`src/rtl/microc_param_stack_pkg.sv`:
```
// Shared definitions for the parametrised microcontroller datapath.
//
// Contents:
//   ALU_*     3-bit ALU operation codes, as driven on the op port by the control unit.
//   *_LSB     bit offsets of the fields inside the fixed 16-bit instruction word.
//   NREGS     number of registers in the register file (r0 is hardwired to zero).
package microc_param_stack_pkg;

   localparam logic [2:0] ALU_PASSA = 3'b000;  // A
   localparam logic [2:0] ALU_NOTA  = 3'b001;  // ~A
   localparam logic [2:0] ALU_ADD   = 3'b010;  // A + B
   localparam logic [2:0] ALU_SUB   = 3'b011;  // A - B
   localparam logic [2:0] ALU_AND   = 3'b100;  // A & B
   localparam logic [2:0] ALU_OR    = 3'b101;  // A | B
   localparam logic [2:0] ALU_NEGA  = 3'b110;  // -A
   localparam logic [2:0] ALU_NEGB  = 3'b111;  // -B

   localparam int INSTR_W = 16;
   localparam int OPC_LSB = 10;  // opcode = instr[15:10]
   localparam int RA1_LSB = 8;   // ra1    = instr[11:8]
   localparam int RA2_LSB = 4;   // ra2    = instr[7:4]
   localparam int WA3_LSB = 0;   // wa3    = instr[3:0]
   localparam int IMM_LSB = 4;   // imm    = instr[11:4]

   localparam int NREGS = 16;

endpackage

```
`src/rtl/microc_param_stack_ret_stack.sv`:
```
// Hardware return-address stack.
//
// Ports:
//   clk, reset   rising-edge clock, synchronous active-low reset (empties the stack)
//   push         call: store wdata on top of the stack
//   pop          return: discard the top entry
//   push & pop   swap: replace the top entry with wdata, depth unchanged
//   wdata [PW]   return address to store
//   top   [PW]   current top entry (meaningless while empty)
//   full, empty  occupancy status
//   ovf, unf     sticky: push while full / pop (or swap) while empty; cleared only by reset
//
// The pointer has DEPTH+1 states so that full and empty are distinct without
// a separate flag: sp counts stored entries, top lives at mem[sp-1].
module microc_param_stack_ret_stack #(
   parameter int PW    = 10,
   parameter int DEPTH = 8
) (
   input  logic          clk,
   input  logic          reset,
   input  logic          push,
   input  logic          pop,
   input  logic [PW-1:0] wdata,
   output logic [PW-1:0] top,
   output logic          full,
   output logic          empty,
   output logic          ovf,
   output logic          unf
);

   localparam int AW = $clog2(DEPTH);
   localparam int SW = AW + 1;

   logic [SW-1:0] sp;
   logic [PW-1:0] mem [DEPTH];
   logic [AW-1:0] wr_idx;
   logic [AW-1:0] top_idx;

   assign wr_idx  = sp[AW-1:0];
   // When full, sp[AW-1:0] is 0 and the subtraction wraps to DEPTH-1, which is correct.
   assign top_idx = sp[AW-1:0] - AW'(1);
   assign full    = (sp == SW'(DEPTH));
   assign empty   = (sp == '0);
   assign top     = mem[top_idx];

   always_ff @(posedge clk) begin
      if (!reset) begin
         sp  <= '0;
         ovf <= 1'b0;
         unf <= 1'b0;
      end else begin
         if (push && !pop) begin
            if (full) ovf <= 1'b1;
            else      sp  <= sp + SW'(1);
         end else if (pop && !push) begin
            if (empty) unf <= 1'b1;
            else       sp  <= sp - SW'(1);
         end else if (push && pop) begin
            if (empty) unf <= 1'b1;
         end
      end
   end

   // Storage is not reset; only the pointer decides what is valid.
   always_ff @(posedge clk) begin
      if (push && !pop && !full)
         mem[wr_idx] <= wdata;
      else if (push && pop && !empty)
         mem[top_idx] <= wdata;
   end

endmodule

```
`src/rtl/microc_param_stack.sv`:
```
// Parametrised single-cycle microcontroller datapath with carry flag,
// hardwired-zero r0 and a hardware call/return stack.
//
// Ports:
//   clk, reset        rising-edge clock, synchronous active-low reset
//   instr [16]        instruction word at instr_addr (combinational program memory)
//   instr_addr [PW]   current PC
//   s_inc             1: PC+1; 0: jump to tgt, or return / call / swap
//   s_inm             1: ALU A = zero-extended imm, B read from wa3
//   s_push, s_pop     call / return / swap (only when s_inc=0)
//   we3, wez, wec     register-file write, zero-flag and carry-flag update enables
//   op [3]            ALU operation
//   opcode [6]        instr[15:10] for the external control unit
//   z, c              zero and carry flags
//   stk_ovf, stk_unf  sticky stack overflow / underflow
module microc_param_stack
   import microc_param_stack_pkg::*;
#(
   parameter int DW    = 8,
   parameter int PW    = 10,
   parameter int DEPTH = 8
) (
   input  logic               clk,
   input  logic               reset,
   input  logic [INSTR_W-1:0] instr,
   output logic [PW-1:0]      instr_addr,
   input  logic               s_inc,
   input  logic               s_inm,
   input  logic               s_push,
   input  logic               s_pop,
   input  logic               we3,
   input  logic               wez,
   input  logic               wec,
   input  logic [2:0]         op,
   output logic [5:0]         opcode,
   output logic               z,
   output logic               c,
   output logic               stk_ovf,
   output logic               stk_unf
);

   logic [PW-1:0] pc;
   logic [PW-1:0] pc_inc;
   logic [PW-1:0] pc_next;
   logic [PW-1:0] tgt;
   logic [3:0]    ra1;
   logic [3:0]    ra2;
   logic [3:0]    wa3;
   logic [3:0]    rb_addr;
   logic [7:0]    imm;
   logic [DW-1:0] rf [NREGS];
   logic [DW-1:0] rd1;
   logic [DW-1:0] rd2;
   logic [DW-1:0] alu_a;
   logic [DW-1:0] result;
   logic [DW:0]   alu_ext;
   logic          stk_push;
   logic          stk_pop;
   logic [PW-1:0] stk_top;
   logic          stk_full;
   logic          stk_empty;

   assign ra1    = instr[RA1_LSB +: 4];
   assign ra2    = instr[RA2_LSB +: 4];
   assign wa3    = instr[WA3_LSB +: 4];
   assign imm    = instr[IMM_LSB +: 8];
   assign tgt    = instr[PW-1:0];
   assign opcode = instr[OPC_LSB +: 6];

   // Register file: two asynchronous reads, one synchronous write, r0 reads as zero.
   // In immediate mode port B reads the destination so "rX = imm op rX" is possible.
   assign rb_addr = s_inm ? wa3 : ra2;
   assign rd1     = (ra1 == 4'd0)     ? '0 : rf[ra1];
   assign rd2     = (rb_addr == 4'd0) ? '0 : rf[rb_addr];

   always_ff @(posedge clk) begin
      if (we3 && (wa3 != 4'd0))
         rf[wa3] <= result;
   end

   // ALU: one extra bit carries the add carry-out / subtract no-borrow;
   // every other operation leaves it at 0.
   assign alu_a = s_inm ? DW'(imm) : rd1;

   always_comb begin
      alu_ext = '0;
      case (op)
         ALU_PASSA: alu_ext = {1'b0, alu_a};
         ALU_NOTA:  alu_ext = {1'b0, ~alu_a};
         ALU_ADD:   alu_ext = {1'b0, alu_a} + {1'b0, rd2};
         ALU_SUB:   alu_ext = {1'b0, alu_a} + {1'b0, ~rd2} + (DW+1)'(1);
         ALU_AND:   alu_ext = {1'b0, alu_a & rd2};
         ALU_OR:    alu_ext = {1'b0, alu_a | rd2};
         ALU_NEGA:  alu_ext = {1'b0, -alu_a};
         ALU_NEGB:  alu_ext = {1'b0, -rd2};
         default:   alu_ext = '0;
      endcase
   end

   assign result = alu_ext[DW-1:0];

   always_ff @(posedge clk) begin
      if (!reset) begin
         z <= 1'b0;
         c <= 1'b0;
      end else begin
         if (wez) z <= (result == '0);
         if (wec) c <= alu_ext[DW];
      end
   end

   // Program counter and call/return control.
   assign pc_inc   = pc + PW'(1);
   assign stk_push = !s_inc && s_push;
   assign stk_pop  = !s_inc && s_pop;

   always_comb begin
      pc_next = tgt;
      if (s_inc)
         pc_next = pc_inc;
      else if (s_pop)
         pc_next = stk_empty ? pc_inc : stk_top;  // return on empty falls through
   end

   always_ff @(posedge clk) begin
      if (!reset) pc <= '0;
      else        pc <= pc_next;
   end

   assign instr_addr = pc;

   microc_param_stack_ret_stack #(
      .PW    (PW),
      .DEPTH (DEPTH)
   ) u_ret_stack (
      .clk   (clk),
      .reset (reset),
      .push  (stk_push),
      .pop   (stk_pop),
      .wdata (pc_inc),
      .top   (stk_top),
      .full  (stk_full),
      .empty (stk_empty),
      .ovf   (stk_ovf),
      .unf   (stk_unf)
   );

endmodule

```
`config.mk`:
```
export PLATFORM = sky130hd
export DESIGN_NAME = microc_param_stack
export DESIGN_NICKNAME = d
export VERILOG_FILES = /design/src/rtl/microc_param_stack_pkg.sv /design/src/rtl/microc_param_stack_ret_stack.sv /design/src/rtl/microc_param_stack.sv
export SDC_FILE = /design/constraint.sdc
export NUM_CORES = 1
export LEC_CHECK = 0
export BUFFER_PORTS_ARGS = -buffer_cell sky130_fd_sc_hd__buf_4
export CAP_MARGIN = 30
export CORE_MARGIN = 5
export CORE_UTILIZATION = 45
export DETAILED_ROUTE_END_ITERATION = 7
export PLACE_DENSITY = 0.62
export SETUP_SLACK_MARGIN = 0.05
export SLEW_MARGIN = 20
export SYNTH_ARGS = -nofsm -noshare
export SYNTH_HDL_FRONTEND = slang
export SYNTH_SLANG_ARGS = --single-unit
```
`constraint.sdc`:
```
create_clock -name clk -period 12.3 [get_ports clk]
set_input_delay 2.46 -clock clk [delete_from_list [all_inputs] [get_ports clk]]
set_output_delay 2.46 -clock clk [all_outputs]
set_load 0.01 [all_outputs]
```
### Word level (Yosys, flattened, before mapping)

Memories as Yosys holds them, arrays and structs flattened.
Index checks and enable logic that the tools add are counted.

| storage, ports and cells | value |
|---|---|
| bits in registers | 18 |
| bits in latches | 0 |
| RAM bits | 208 |
| memory bits (read-only) | 0 |
| input port bits | 28 |
| output and inout bits | 20 |
| word-level logic and storage cells | 82 |
| memories kept | 2 |

| cells by class | value |
|---|---|
| add/sub/neg operators | 9 |
| $mul | 0 |
| div/mod/pow operators | 0 |
| $lt $le $gt $ge | 0 |
| equal/unequal tests | 10 |
| shift-type cells | 0 |
| multiplexer cells | 25 |
| bitwise logic cells | 5 |
| reduce and logical (&&, ||, !) cells | 25 |

Memories:

| name | words | width | read ports | clocked after Yosys merged registers in | wr ports | line | text |
|---|---|---|---|---|---|---|---|
| rf | 16 | 8 | 2 | 0 | 1 | microc_param_stack.sv:51 | `logic [DW-1:0] rf [NREGS];` |
| u_ret_stack.mem | 8 | 10 | 1 | 0 | 1 | microc_param_stack_ret_stack.sv:35 | `logic [PW-1:0] mem [DEPTH];` |

Operators with widths:

| operator | number |
|---|---|
| $pmux 9 s8 | 1 |
| $mux 10 | 4 |
| $mux 8 | 3 |
| $mux 4 | 5 |
| $add 8x8->9 | 2 |
| $neg 8->8 | 2 |
| $not 8->8 | 2 |
| $eq 3x3->1 const B | 4 |
| $logic_not 4->1 | 3 |
| $mux 1 | 11 |
| $add 10x1->10 const B | 1 |
| $reduce_or 10->1 | 1 |
| $add 9x1->9 const B | 1 |
| $and 8x8->8 | 1 |
| $logic_and 1x1->1 | 8 |
| $logic_not 8->1 | 1 |
| $or 8x8->8 | 1 |
| $eq 3x2->1 const B | 2 |
| $logic_not 1->1 | 5 |
| $add 4x1->4 const B | 1 |
| $eq 4x4->1 const B | 1 |
| $reduce_and 2->1 | 2 |
| $reduce_bool 2->1 | 2 |
| $reduce_bool 4->1 | 1 |
| 9 further kinds | 9 |

### Depth between registers and ports, before layout

Gate-level depths: netlist (run 1).

| depth | value |
|---|---|
| word-level depth | 9 |
| mapped depth | 22 |
| depth with buffers taken out | 18 |

### Hierarchy

Synthesis (run 1) repeated with hierarchy kept, for this count alone.

| unflattened totals | value |
|---|---|
| cell total of the unflattened synthesis | 1034 |
| area total of the unflattened synthesis | 12737.2 um2 |

Modules (own cells, without submodules):

| module | instances | cells an instance | area each (um2) | seq. area each (um2) |
|---|---|---|---|---|
| microc_param_stack | 1 | 837 | 9042.4 | 4083.9 |
| microc_param_stack_ret_stack | 1 | 197 | 3694.8 | 2522.4 |

### Worst setup path before layout (run 1)

OpenSTA, ideal clock, no wires.

| timing path | value |
|---|---|
| path kind | in2reg |
| from | input s_inm |
| to | register z |
| arrival time | 6.401 ns |
| path slack | 5.763 ns |
| stages on the path | 20 |
| path through | buf_6 -> buf_6 -> buf_2 -> mux2_2 -> a221oi_1 -> o21ai_0 -> nor2_1 -> ha_1 -> inv_1 -> fa_1 -> nor2b_1 -> o21ai_0 -> a21oi_1 -> nor4_1 -> or4_1 -> a32oi_1 -> o22ai_1 -> o21ai_1 -> or2_1 -> o31ai_2 |

| on the way | value |
|---|---|
| word-level cells in the longest chain between the ends | 8 |

RTL lines:

| item | line | text |
|---|---|---|
| start: declaration | microc_param_stack.sv:28 | `input logic s_inm,` |
| $mux 4 | microc_param_stack.sv:72 | `assign rb_addr = s_inm ? wa3 : ra2;` |
| $mem_v2 16x8 / $logic_not 4->1 (equally long branches) | n/a |  |
| $mux 8 | microc_param_stack.sv:74 | `assign rd2 = (rb_addr == 4'd0) ? '0 : rf[rb_addr];` |
| $not 8->8 | microc_param_stack.sv:91 | `ALU_SUB: alu_ext = {1'b0, alu_a} + {1'b0, ~rd2} + (DW+1)'(1);` |
| $add 8x8->9 | microc_param_stack.sv:91 |  |
| $add 9x1->9 | microc_param_stack.sv:91 |  |
| $pmux 9 s8 (*) | microc_param_stack.sv:87 | `case (op)` |
| net alu_ext[6] | microc_param_stack.sv:56 | `logic [DW:0] alu_ext;` |
| $logic_not 8->1 (*) | microc_param_stack.sv:107 | `if (wez) z <= (result == '0);` |
| end signal: assignment | microc_param_stack.sv:107 |  |
| end: declaration | microc_param_stack.sv:36 | `output logic z,` |

The timed path passes the listed nets; every way through them passes the cells marked *.
A chain may end at the register's enable or synchronous reset.

### Final worst setup path (run 1)

Same ends and word-level chain as after synthesis.

==> qor.txt, run 1 <==
Fin Clk Skew = 0.02442 ns
Final Cycle Share = 0.5703
critical path class = in2reg
hold_buf cts = 0
routed length per instance = 23.82 um
Remaining Overflow, GRT = 0
post-CTS resize count = 0
CP cell instances = buf_4 > mux2i_4 > nand2_1 > a221oi_1 > o21ai_0 > nor2_1 > ha_1 > inv_1 > fa_1 > nor2b_1 > o21ai_0 > a21oi_1 > nor4_1 > or4_1 > a32oi_1 > o22ai_1 > o21ai_2 > or2_1 > o31ai_2
Antenna diodes = 0
Post-Layout Cell Count = 1425
Final Cell Area = 14080 um2
Synth top area share = 0.4995
CP max stage delay = 0.85 ns
standard-cell rows = 61
CP startpoint kind = primary input
I/O pin cnt = 48
Netlist cell types = 82
Seq/Total Area, Yosys = 0.5283
Global Route Usage Sum = 0.2149
Initial Util = 0.4526
Synth Register Bits = 226
nets = 1090
Fmax achieved = 142.6 MHz
Final setup viols = 0
Ys Warns = 0
DR pass1 iterations = 5
top cells by area, synth = edfxtp_1, mux4_2, ha_1, dfxtp_1, mux2i_1
CTS Buf Count = 24
deepest clock path buffer count = 3
DR DRC count = 0
I/O Buffers = 39
critical path endpoint category = flip-flop
Worst-path clk slew = 0.07 ns
Worst path slowest cell = mux2i_4
Area Overhead vs Synth = 12.62%
postcts setup bufs = 0
minimum clock period = 7.015 ns
worst-skew pair later-pin latency = 0.54 ns
Vias per Instance = 6.053
core area = 27630 um2
Sinks on Clock Net = 226
Mapped Area = 12500 um2
post-route ant nets = 0
Chip Height = 176.7 um
Sum Neg Setup Slack = 0 ns
Avg Inst Size Synth = 12.57 um2
Worst-Margin Slew = 0.9868 ns
reg-to-reg slack, setup = 7.75 ns
status = finished, final reports clean
Final Hold Fails = 0
EDFF count, synth = 208
initial antenna violation count = 0
Die W = 176.7 um
routability cong. = 0.8891
Req. time, crit path = 12.70 ns
largest net degree at the start of global routing = 39
CTS tree = done
Leak Pwr = 4.951 nW
Max Cap Viol = 0
max-slew violations = 0
fillers = 2405
Crit Path Max Fanout = 38
asr flop ratio synth = 0
Synth area leader = edfxtp_1
unrepaired setup endpoints after global routing = no
Inst Count DP = 1378
H-tree Lvls = 1
WP data arrival = 7.42 ns
number of global-route vias before repair = 8474
layout cells sized above 1 = 0.2063
Post-DP Area = 13150 um2
PwrDens = 153.8 nW/um2
Initial DRC Count = 1079
root buffer cell = clkbuf_16
die area = 31220 um2
global-route wire length before repair = 51540 um
Max transition margin = 0.3397
critical path's most frequent cell = o21ai_0
via count = 8626
Hold Crit Class = reg2reg
worst vdd ir = 0.08793 mV
Synth Flop Type = edfxtp_1
Total Routed Length = 33940 um
Cells after Synth = 995
DP HPWL = 22930 um
per-layer routing:
layer	GRT usage	share of wire
met5	0	0
met3	0.03610	0.083
met4	0.07221	0.033
met2	0.3339	0.46
met1	0.3097	0.43
metrics by stage:
stage | hold slack, ns | utilization | power [mW] | setup slack (ns)
after floorplan | 0.4934 | - | 1.233 | 5.764
after global placement | 0.4614 | 0.4728 | 1.354 | 4.525
after detailed placement | 0.4671 | 0.4758 | 1.366 | 4.799
after CTS | 0.4779 | 0.5082 | 2.167 | 5.347
after global routing | 0.4994 | 0.5097 | 2.248 | 4.875
final | 0.4715 | 0.5097 | 2.166 | 5.285
final cells by class:
| class | count | area (um2) | area share |
|---|---|---|---|
| clock buffers | 28 | 625.6 | 0.04442 |
| clock inverters | 16 | 267.8 | 0.01901 |
| inverters | 43 | 161.4 | 0.01146 |
| multi-input cells | 670 | 5419 | 0.3848 |
| flip-flops and latches | 226 | 6608 | 0.4692 |
| well taps | 378 | 473.0 | 0.03358 |
| repair buffers | 64 | 528.0 | 0.03749 |
synth_stat cells (all sizes together) (6+ instances only):
| library cell | instances |
|---|---|
| edfxtp | 208 |
| nand2 | 89 |
| nor2 | 73 |
| a21oi | 57 |
| mux4 | 54 |
| o21ai | 53 |
| inv | 43 |
| buf | 38 |
| mux2i | 36 |
| ha | 30 |
| clkbuf | 25 |
| mux2 | 25 |
| xnor2 | 25 |
| nand3 | 24 |
| a211oi | 23 |
| dfxtp | 18 |
| a221oi | 14 |
| nor2b | 14 |
| nand2b | 12 |
| a31oi | 11 |
| o22ai | 11 |
| a21boi | 10 |
| nor3 | 9 |
| xor2 | 7 |
| a21o | 6 |
| a221o | 6 |
kinds of logic (layout without fill, tap and decap cells):
kind of cell | after synthesis | in the layout | synth area share
and+or+nand+nor | 247 | 247 | 0.09226
AOI/OAI and AO/OA | 235 | 235 | 0.1295
DFF | 226 | 226 | 0.5283
muxes | 115 | 115 | 0.1505
buffers and inverters | 106 | 151 | 0.04192
adders and majority gates | 33 | 33 | 0.03482
xor gates and xnor gates | 32 | 32 | 0.02241
other | 1 | 8 | 0.0002999
placed cells by master (no fill, tap or decap), types with 25 or more instances in the layout:
cell      count
mux2i_1      33
o21ai_0      50
nand2_1      88
nor2_1       71
xnor2_1      25
mux4_2       54
edfxtp_1    208
ha_1         30
buf_4        60
a21oi_1      56
inv_1        40
state kept, by name, indices dropped and copies added (netlist names):
name and count:
c 1, instr_addr 10, rf 128, u_ret_stack.mem 80, u_ret_stack.ovf 1, u_ret_stack.sp 4
u_ret_stack.unf 1, z 1
path summary, 6_finish.rpt:
path,from,to,cells past startpoint
worst max-delay path,s_inm,z,19
worst min-delay path,c,c,2
worst max register to register,rf[1][1],z,15
worst min register to register,c,c,2
critical path: cells and delay by family:
family / cells / cell delay, ns
compound gates: 8 / 1.50
fa+ha+maj: 2 / 0.70
buf+inv: 2 / 0.50
mux: 1 / 0.85
simple gates: 6 / 1.40
report_power, final:
group / internal [mW] / total, mW / switching (mW)
Clock: 0.496 / 0.807 / 0.311
Combinational: 0.174 / 0.442 / 0.268
Sequential: 0.897 / 0.917 / 0.0196
Power figures use the tool's default switching activity.
==> inputs of run 2 (changes only) <==
clock period = 6.9 ns   (was 12.3 ns; I/O delays follow)
==> run 2 against run 1 <==
First-iteration DRC count rose by 2.0%. Clock-buffer cell count rose by 5. Total power rose by 69%. Routed wire length rose by 0.44%. Cell count rose by 0.98%. Sequential cell count did not move. Via count fell by 0.13%. Critical path depth rose by 1. Worst setup slack got worse by 4.3 ns. Global-route usage rose by 0.40 points. Critical endpoint is now rf[0][6]. Largest cell class unchanged.
==> qor.txt, run 2 (synthesized netlist as in run 1, its figures left out) <==
status = finished, final reports clean (unchanged)
Global Route Usage Sum = 0.2189 (was 0.2149)
CP cell instances = buf_4 > mux2i_2 > buf_4 > buf_4 > nor2_2 > a221o_1 > o21ai_0 > nor2_1 > ha_1 > inv_1 > fa_1 > nor2b_1 > o21ai_0 > a21oi_1 > nor4_1 > or4_1 > a32oi_1 > o22ai_1 > o21ai_1 > buf_4 (was buf_4 > mux2i_4 > nand2_1 > a221oi_1 > o21ai_0 > nor2_1 > ha_1 > inv_1 > fa_1 > nor2b_1 > o21ai_0 > a21oi_1 > nor4_1 > or4_1 > a32oi_1 > o22ai_1 > o21ai_2 > or2_1 > o31ai_2)
Final Cycle Share = 0.8508
Fin Clk Skew = 0.01999 ns (was 0.02442 ns)
critical path class = in2reg (unchanged)
number of global-route vias before repair = 8476 (was 8474)
routed length per instance = 23.69 um (was 23.82 um)
hold depth = 2 (unchanged)
met2 Track Usage GR = 0.3401 (was 0.3339)
Total Routed Length = 34090 um (was 33940 um)
fillers = 2443 (was 2405)
Die W = 176.7 um (unchanged)
Worst-path clk slew = 0.06 ns (was 0.07 ns)
CP max stage delay = 0.57 ns (was 0.85 ns)
Final Cell Area = 14020 um2 (was 14080 um2)
Vias per Instance = 5.987 (was 6.053)
Worst-Margin Slew = 0.9173 ns (was 0.9868 ns)
die area = 31220 um2 (unchanged)
Crit Path Max Fanout = 38 (unchanged)
Sinks on Clock Net = 226 (unchanged)
deepest clock path buffer count = 3 (unchanged)
Initial DRC Count = 1101 (was 1079)
Antenna diodes = 0 (unchanged)
I/O Buffers = 39 (unchanged)
worst slack, placed = 0.6680 ns (was 4.799 ns)
final hold slack = 0.4687 ns (was 0.4715 ns)
root buffer cell = clkbuf_16 (unchanged)
CP startpoint kind = primary input (unchanged)
DP HPWL = 23660 um (was 22930 um)
Initial Util = 0.4526 (unchanged)
Chip Height = 176.7 um (unchanged)
Max Cap Viol = 0 (unchanged)
global-route wire length before repair = 52480 um (was 51540 um)
Leak Pwr = 4.947 nW (was 4.951 nW)
standard-cell rows = 61 (unchanged)
Sum Neg Setup Slack = 0 ns (unchanged)
initial antenna violation count = 0 (unchanged)
Fmax achieved = 170.3 MHz
most frequent cells in the layout = edfxtp_1, nand2_1, buf_4 (was edfxtp_1, nand2_1, nor2_1)
post-route ant nets = 0 (unchanged)
R2R cell count = 17 (was 15)
GR Util met1 = 0.3205 (was 0.3097)
largest net degree at the start of global routing = 39 (unchanged)
worst-skew pair later-pin latency = 0.53 ns (was 0.54 ns)
Max transition margin = 0.3852 (was 0.3397)
via count = 8615 (was 8626)
max reg flops = 128 (unchanged)
unrepaired setup endpoints after global routing = no (unchanged)
GRT met3 Usage = 0.03760 (was 0.03610)
layout cells sized above 1 = 0.2121 (was 0.2063)
Req. time, crit path = 7.25 ns (was 12.70 ns)
critical path's most frequent cell = buf_4 (was o21ai_0)
DR DRC count = 0 (unchanged)
reg-to-reg slack, setup = 2.38 ns (was 7.75 ns)
H-tree Lvls = 1 (unchanged)
postcts setup bufs = 0 (unchanged)
total power = 3.655 mW (was 2.166 mW)
max-slew violations = 0 (unchanged)
PwrDens = 260.8 nW/um2 (was 153.8 nW/um2)
Remaining Overflow, GRT = 0 (unchanged)
Final Core Density = 0.5073 (was 0.5097)
routability cong. = 0.8811 (was 0.8891)
Final setup viols = 0 (unchanged)
worst hold endpoint = c (unchanged)
Worst R2R Start = rf[7][0] (was rf[1][1])
critical path endpoint category = flip-flop (unchanged)
minimum clock period = 5.871 ns
Final Hold Fails = 0 (unchanged)
Inst Count DP = 1389 (was 1378)
Crit Reg-Reg Endpoint = rf[0][6] (was z)
Post-Layout Cell Count = 1439 (was 1425)
Worst path slowest cell = or4_1 (was mux2i_4)
Hold Crit Class = reg2reg (unchanged)
Post-DP Area = 13210 um2 (was 13150 um2)
CTS tree = done (unchanged)
worst vdd ir = 0.1547 mV (was 0.08793 mV)
Hold Path Origin = c (unchanged)
most common cell after layout, fill and taps aside = edfxtp_1 (unchanged)
Most flops, register = rf (unchanged)
busiest grt layer = met2 (unchanged)
nets = 1104 (was 1090)
I/O pin cnt = 48 (unchanged)
post-CTS resize count = 0 (unchanged)
CTS Buf Count = 25 (was 24)
DR pass1 iterations = 6 (was 5)
Area Overhead vs Synth = 12.09% (was 12.62%)
hold_buf cts = 0 (unchanged)
core area = 27630 um2 (unchanged)
WP data arrival = 6.22 ns (was 7.42 ns)
Final Worst Setup Slack = 1.029 ns (was 5.285 ns)
run 2: cell count changes in the layout (fill, tap and decap cells not counted), moves of 2 or more:
cell | previous run | this run
buf_16 | 2 | 0
buf_4 | 60 | 75
buf_6 | 2 | 0
bufinv_16 | 6 | 0
clkbuf_1 | 3 | 5
clkbuf_8 | 1 | 3
clkinv_1 | 0 | 3
run 2: layout make-up:
cell class / count / area, um2 / area share
multi-input cells: 670 / 5420 / 0.3867
flip-flops and latches: 226 / 6608 / 0.4714
clock inverters: 12 / 70.07 / 0.004999
well taps: 378 / 473.0 / 0.03374
repair buffers: 77 / 598.1 / 0.04267
clock buffers: 33 / 685.7 / 0.04892
inverters: 43 / 161.4 / 0.01152
run 2: report_power, final:
part | internal, mW | leakage (nW) | switching, mW | total, mW
sequential | 1.60 | 2.05 | 0.0299 | 1.63
clock | 0.699 | 0.373 | 0.535 | 1.23
combinational | 0.311 | 2.53 | 0.480 | 0.791
total | 2.61 | 4.95 | 1.04 | 3.66
run 2: critical path: cells and delay by family:
family | cells | cell delay, ns
muxes | 1 | 0.24
and+or+nand+nor | 5 | 1.49
adders and majority gates | 2 | 0.72
buffers and inverters | 5 | 1.16
AOI/OAI and AO/OA | 7 | 1.21
run 2: routing by layer:
metal / wire length, um / share of wire
met2: 15400 / 0.45
met3: 2555 / 0.075
met5: 0 / 0
met4: 884 / 0.026
met1: 15250 / 0.45
run 2: worst max path at each step:
| stage | startpoint | endpoint | slack, ns |
|---|---|---|---|
| floorplan | s_inm | z | 1.44 |
| global placement | s_inm | rf[12][6] | 0.76 |
| detailed placement | s_inm | rf[12][6] | 0.67 |
| CTS | s_inm | rf[0][6] | 1.17 |
| global route | s_inm | rf[8][6] | 0.78 |
| finish | s_inm | rf[0][6] | 1.03 |
==> inputs of run 3 (changes only) <==
CELL_PAD_IN_SITES_DETAIL_PLACEMENT = 1   (was default)
CELL_PAD_IN_SITES_GLOBAL_PLACEMENT = 2   (was default)
CORE_UTILIZATION = 44   (was 45)
PLACE_DENSITY = 0.81   (was 0.62)
==> run 3 against run 2 <==
Combinational power increased by 4.8%. Routed wire length rose by 14%. Sequential share of layout area decreased by 0.69 points. Cell count grew 0.76%. Global-route usage increased by 2.7 points.
==> qor.txt, run 3 (synthesized netlist as in run 1, its figures left out) <==
DP HPWL = 27980 um (was 23660 um)
GR Util met1 = 0.3483 (was 0.3205)
via count = 8952 (was 8615)
Sum Neg Setup Slack = 0 ns (unchanged)
nets = 1116 (was 1104)
Max Cap Viol = 0 (unchanged)
CP Depth = 18 (was 20)
Worst R2R Start = rf[7][0] (unchanged)
Worst path slowest cell = or4_1 (unchanged)
PwrDens = 270.0 nW/um2 (was 260.8 nW/um2)
core area = 27930 um2 (was 27630 um2)
I/O Buffers = 39 (unchanged)
switching pwr = 1.107 mW (was 1.045 mW)
routed length per instance = 26.84 um (was 23.69 um)
Vias per Instance = 6.174 (was 5.987)
reg-to-reg slack, setup = 2.45 ns (was 2.38 ns)
met2 Track Usage GR = 0.4044 (was 0.3401)
Inst Count DP = 1402 (was 1389)
Worst-path clk slew = 0.06 ns (about the same)
Initial Util = 0.4476 (was 0.4526)
Sw Share = 0.2883 (was 0.2859)
Initial DRC Count = 909 (was 1101)
Crit Path Max Fanout = 38 (unchanged)
busiest grt layer = met2 (unchanged)
minimum clock period = 5.836 ns (was 5.871 ns)
Hold Crit Class = reg2reg (unchanged)
most common cell after layout, fill and taps aside = edfxtp_1 (unchanged)
Max transition margin = 0.2662 (was 0.3852)
Leak Pwr = 5.043 nW (was 4.947 nW)
CP cell instances = buf_4 > mux2_4 > nor2_2 > a221o_1 > o21ai_0 > nor2_1 > ha_1 > inv_1 > fa_1 > nor2b_1 > o21ai_0 > a21oi_1 > nor4_1 > or4_1 > a32oi_1 > o22ai_1 > o21ai_1 > buf_4 (was buf_4 > mux2i_2 > buf_4 > buf_4 > nor2_2 > a221o_1 > o21ai_0 > nor2_1 > ha_1 > inv_1 > fa_1 > nor2b_1 > o21ai_0 > a21oi_1 > nor4_1 > or4_1 > a32oi_1 > o22ai_1 > o21ai_1 > buf_4)
deepest clock path buffer count = 3 (unchanged)
CP max stage delay = 0.57 ns (about the same)
Critical Path End = rf[13][6] (was rf[0][6])
Post-Layout Cell Count = 1450 (was 1439)
critical path endpoint category = flip-flop (unchanged)
status = finished, final reports clean (unchanged)
most frequent cells in the layout = edfxtp_1, nand2_1, buf_4 (unchanged)
Worst-Margin Slew = 1.097 ns (was 0.9173 ns)
CTS Buf Count = 25 (unchanged)
GRT met3 Usage = 0.03285 (was 0.03760)
layout cells sized above 1 = 0.2192 (was 0.2121)
internal power = 2.733 mW (was 2.610 mW)
Area Overhead vs Synth = 13.72% (was 12.09%)
post-CTS resize count = 0 (unchanged)
R2R cell count = 17 (unchanged)
Fin Clk Skew = 0.01162 ns (was 0.01999 ns)
unrepaired setup endpoints after global routing = no (unchanged)
clock power share = 0.360 (was 0.338)
sequential power share = 0.424 (was 0.446)
postcts setup bufs = 0 (unchanged)
post-route ant nets = 0 (unchanged)
initial antenna violation count = 0 (unchanged)
Crit Reg-Reg Endpoint = rf[13][6] (was rf[0][6])
Fmax achieved = 171.3 MHz (was 170.3 MHz)
worst vdd ir = 0.1850 mV (was 0.1547 mV)
Req. time, crit path = 7.27 ns (was 7.25 ns)
power share of the combinational group = 0.216 (was 0.217)
standard-cell rows = 61 (unchanged)
Most flops, register = rf (unchanged)
WP buf/inv = 3 (was 5)
Remaining Overflow, GRT = 0 (unchanged)
CTS tree = done (unchanged)
hold_buf cts = 0 (unchanged)
critical path's top delay family = simple AND/OR/NAND/NOR gates (unchanged)
Total Routed Length = 38920 um (was 34090 um)
critical path class = in2reg (unchanged)
Final Hold Fails = 0 (unchanged)
Sinks on Clock Net = 226 (unchanged)
DR pass1 iterations = 5 (was 6)
max-slew violations = 0 (unchanged)
largest net degree at the start of global routing = 39 (unchanged)
Antenna diodes = 0 (unchanged)
total power = 3.840 mW (was 3.655 mW)
Die W = 178.6 um (was 176.7 um)
WP data arrival = 6.21 ns (was 6.22 ns)
worst slack, placed = 0.6045 ns (was 0.6680 ns)
max reg flops = 128 (unchanged)
routability cong. = 0.8527 (was 0.8811)
H-tree Lvls = 1 (unchanged)
Final setup viols = 0 (unchanged)
Chip Height = 178.6 um (was 176.7 um)
number of global-route vias before repair = 9239 (was 8476)
Critical Path Start = s_inm (unchanged)
die area = 31890 um2 (was 31220 um2)
DR DRC count = 0 (unchanged)
Final Cell Area = 14220 um2 (was 14020 um2)
I/O pin cnt = 48 (unchanged)
global-route wire length before repair = 58580 um (was 52480 um)
root buffer cell = clkbuf_16 (unchanged)
Global Route Usage Sum = 0.2456 (was 0.2189)
worst-skew pair later-pin latency = 0.55 ns (was 0.53 ns)
Final Cycle Share = 0.8458 (was 0.8508)
Final Worst Setup Slack = 1.064 ns (was 1.029 ns)
Post-DP Area = 13340 um2 (was 13210 um2)
CP startpoint kind = primary input (unchanged)
run 3: cell types whose count changed in the layout (fill, tap and decap cells not counted), moves of 2 or more:
cell | before | now
clkbuf_1 | 5 | 2
buf_6 | 0 | 14
clkbuf_8 | 3 | 0
clkinv_2 | 5 | 2
clkinv_1 | 3 | 5
bufinv_16 | 0 | 4
run 3: routing by layer:
metal	wire length [um]	share of wire	vias to the layer above
met5	0	0	-
met4	914	0.023	0
met3	2815	0.072	53
met2	18620	0.48	365
met1	16560	0.43	4608
li1	-	-	3926
run 3: worst min-delay path by stage:
stage / startpoint / end / slack (ns) / depth (start not counted)
3_5_place_dp: u_ret_stack.unf / u_ret_stack.unf / 0.47 / 2
6_report: c / c / 0.48 / 2
3_3_place_gp: u_ret_stack.ovf / u_ret_stack.ovf / 0.47 / 2
2_1_floorplan: c / c / 0.49 / 2
5_1_grt: u_ret_stack.ovf / u_ret_stack.ovf / 0.51 / 2
4_1_cts: c / c / 0.48 / 2
run 3: tightest hold or removal path: stages (launching register included):
cell      delay, ns
dfxtp_1        0.31
nand2b_1       0.06
a21oi_1        0.06
run 3: final cells by class:
type / count / area (um2)
clock buffer: 27 / 633.1
clock inverter: 17 / 210.2
fill: 2882 / 13710
inverter: 43 / 161.4
multi-input combinational: 670 / 5415
sequential: 226 / 6606
tap: 378 / 473.0
timing repair buffer: 89 / 720.7
run 3: power by group through the flow:
stage	Sequential [mW]	Clock, mW	Combinational (mW)
6_report	1.63	1.38	0.829
5_1_grt	1.63	1.46	0.896
4_1_cts	1.63	1.39	0.825
3_5_place_dp	1.66	0	0.819
3_3_place_gp	1.66	0	0.796
2_1_floorplan	1.65	0	0.551
run 3: through the flow:
stage / utilization / hold WS, ns
2_1_floorplan: - / 0.4934
6_report: 0.5090 / 0.4782
3_3_place_gp: 0.4711 / 0.4659
5_1_grt: 0.5090 / 0.5143
3_5_place_dp: 0.4776 / 0.4686
4_1_cts: 0.5078 / 0.4827
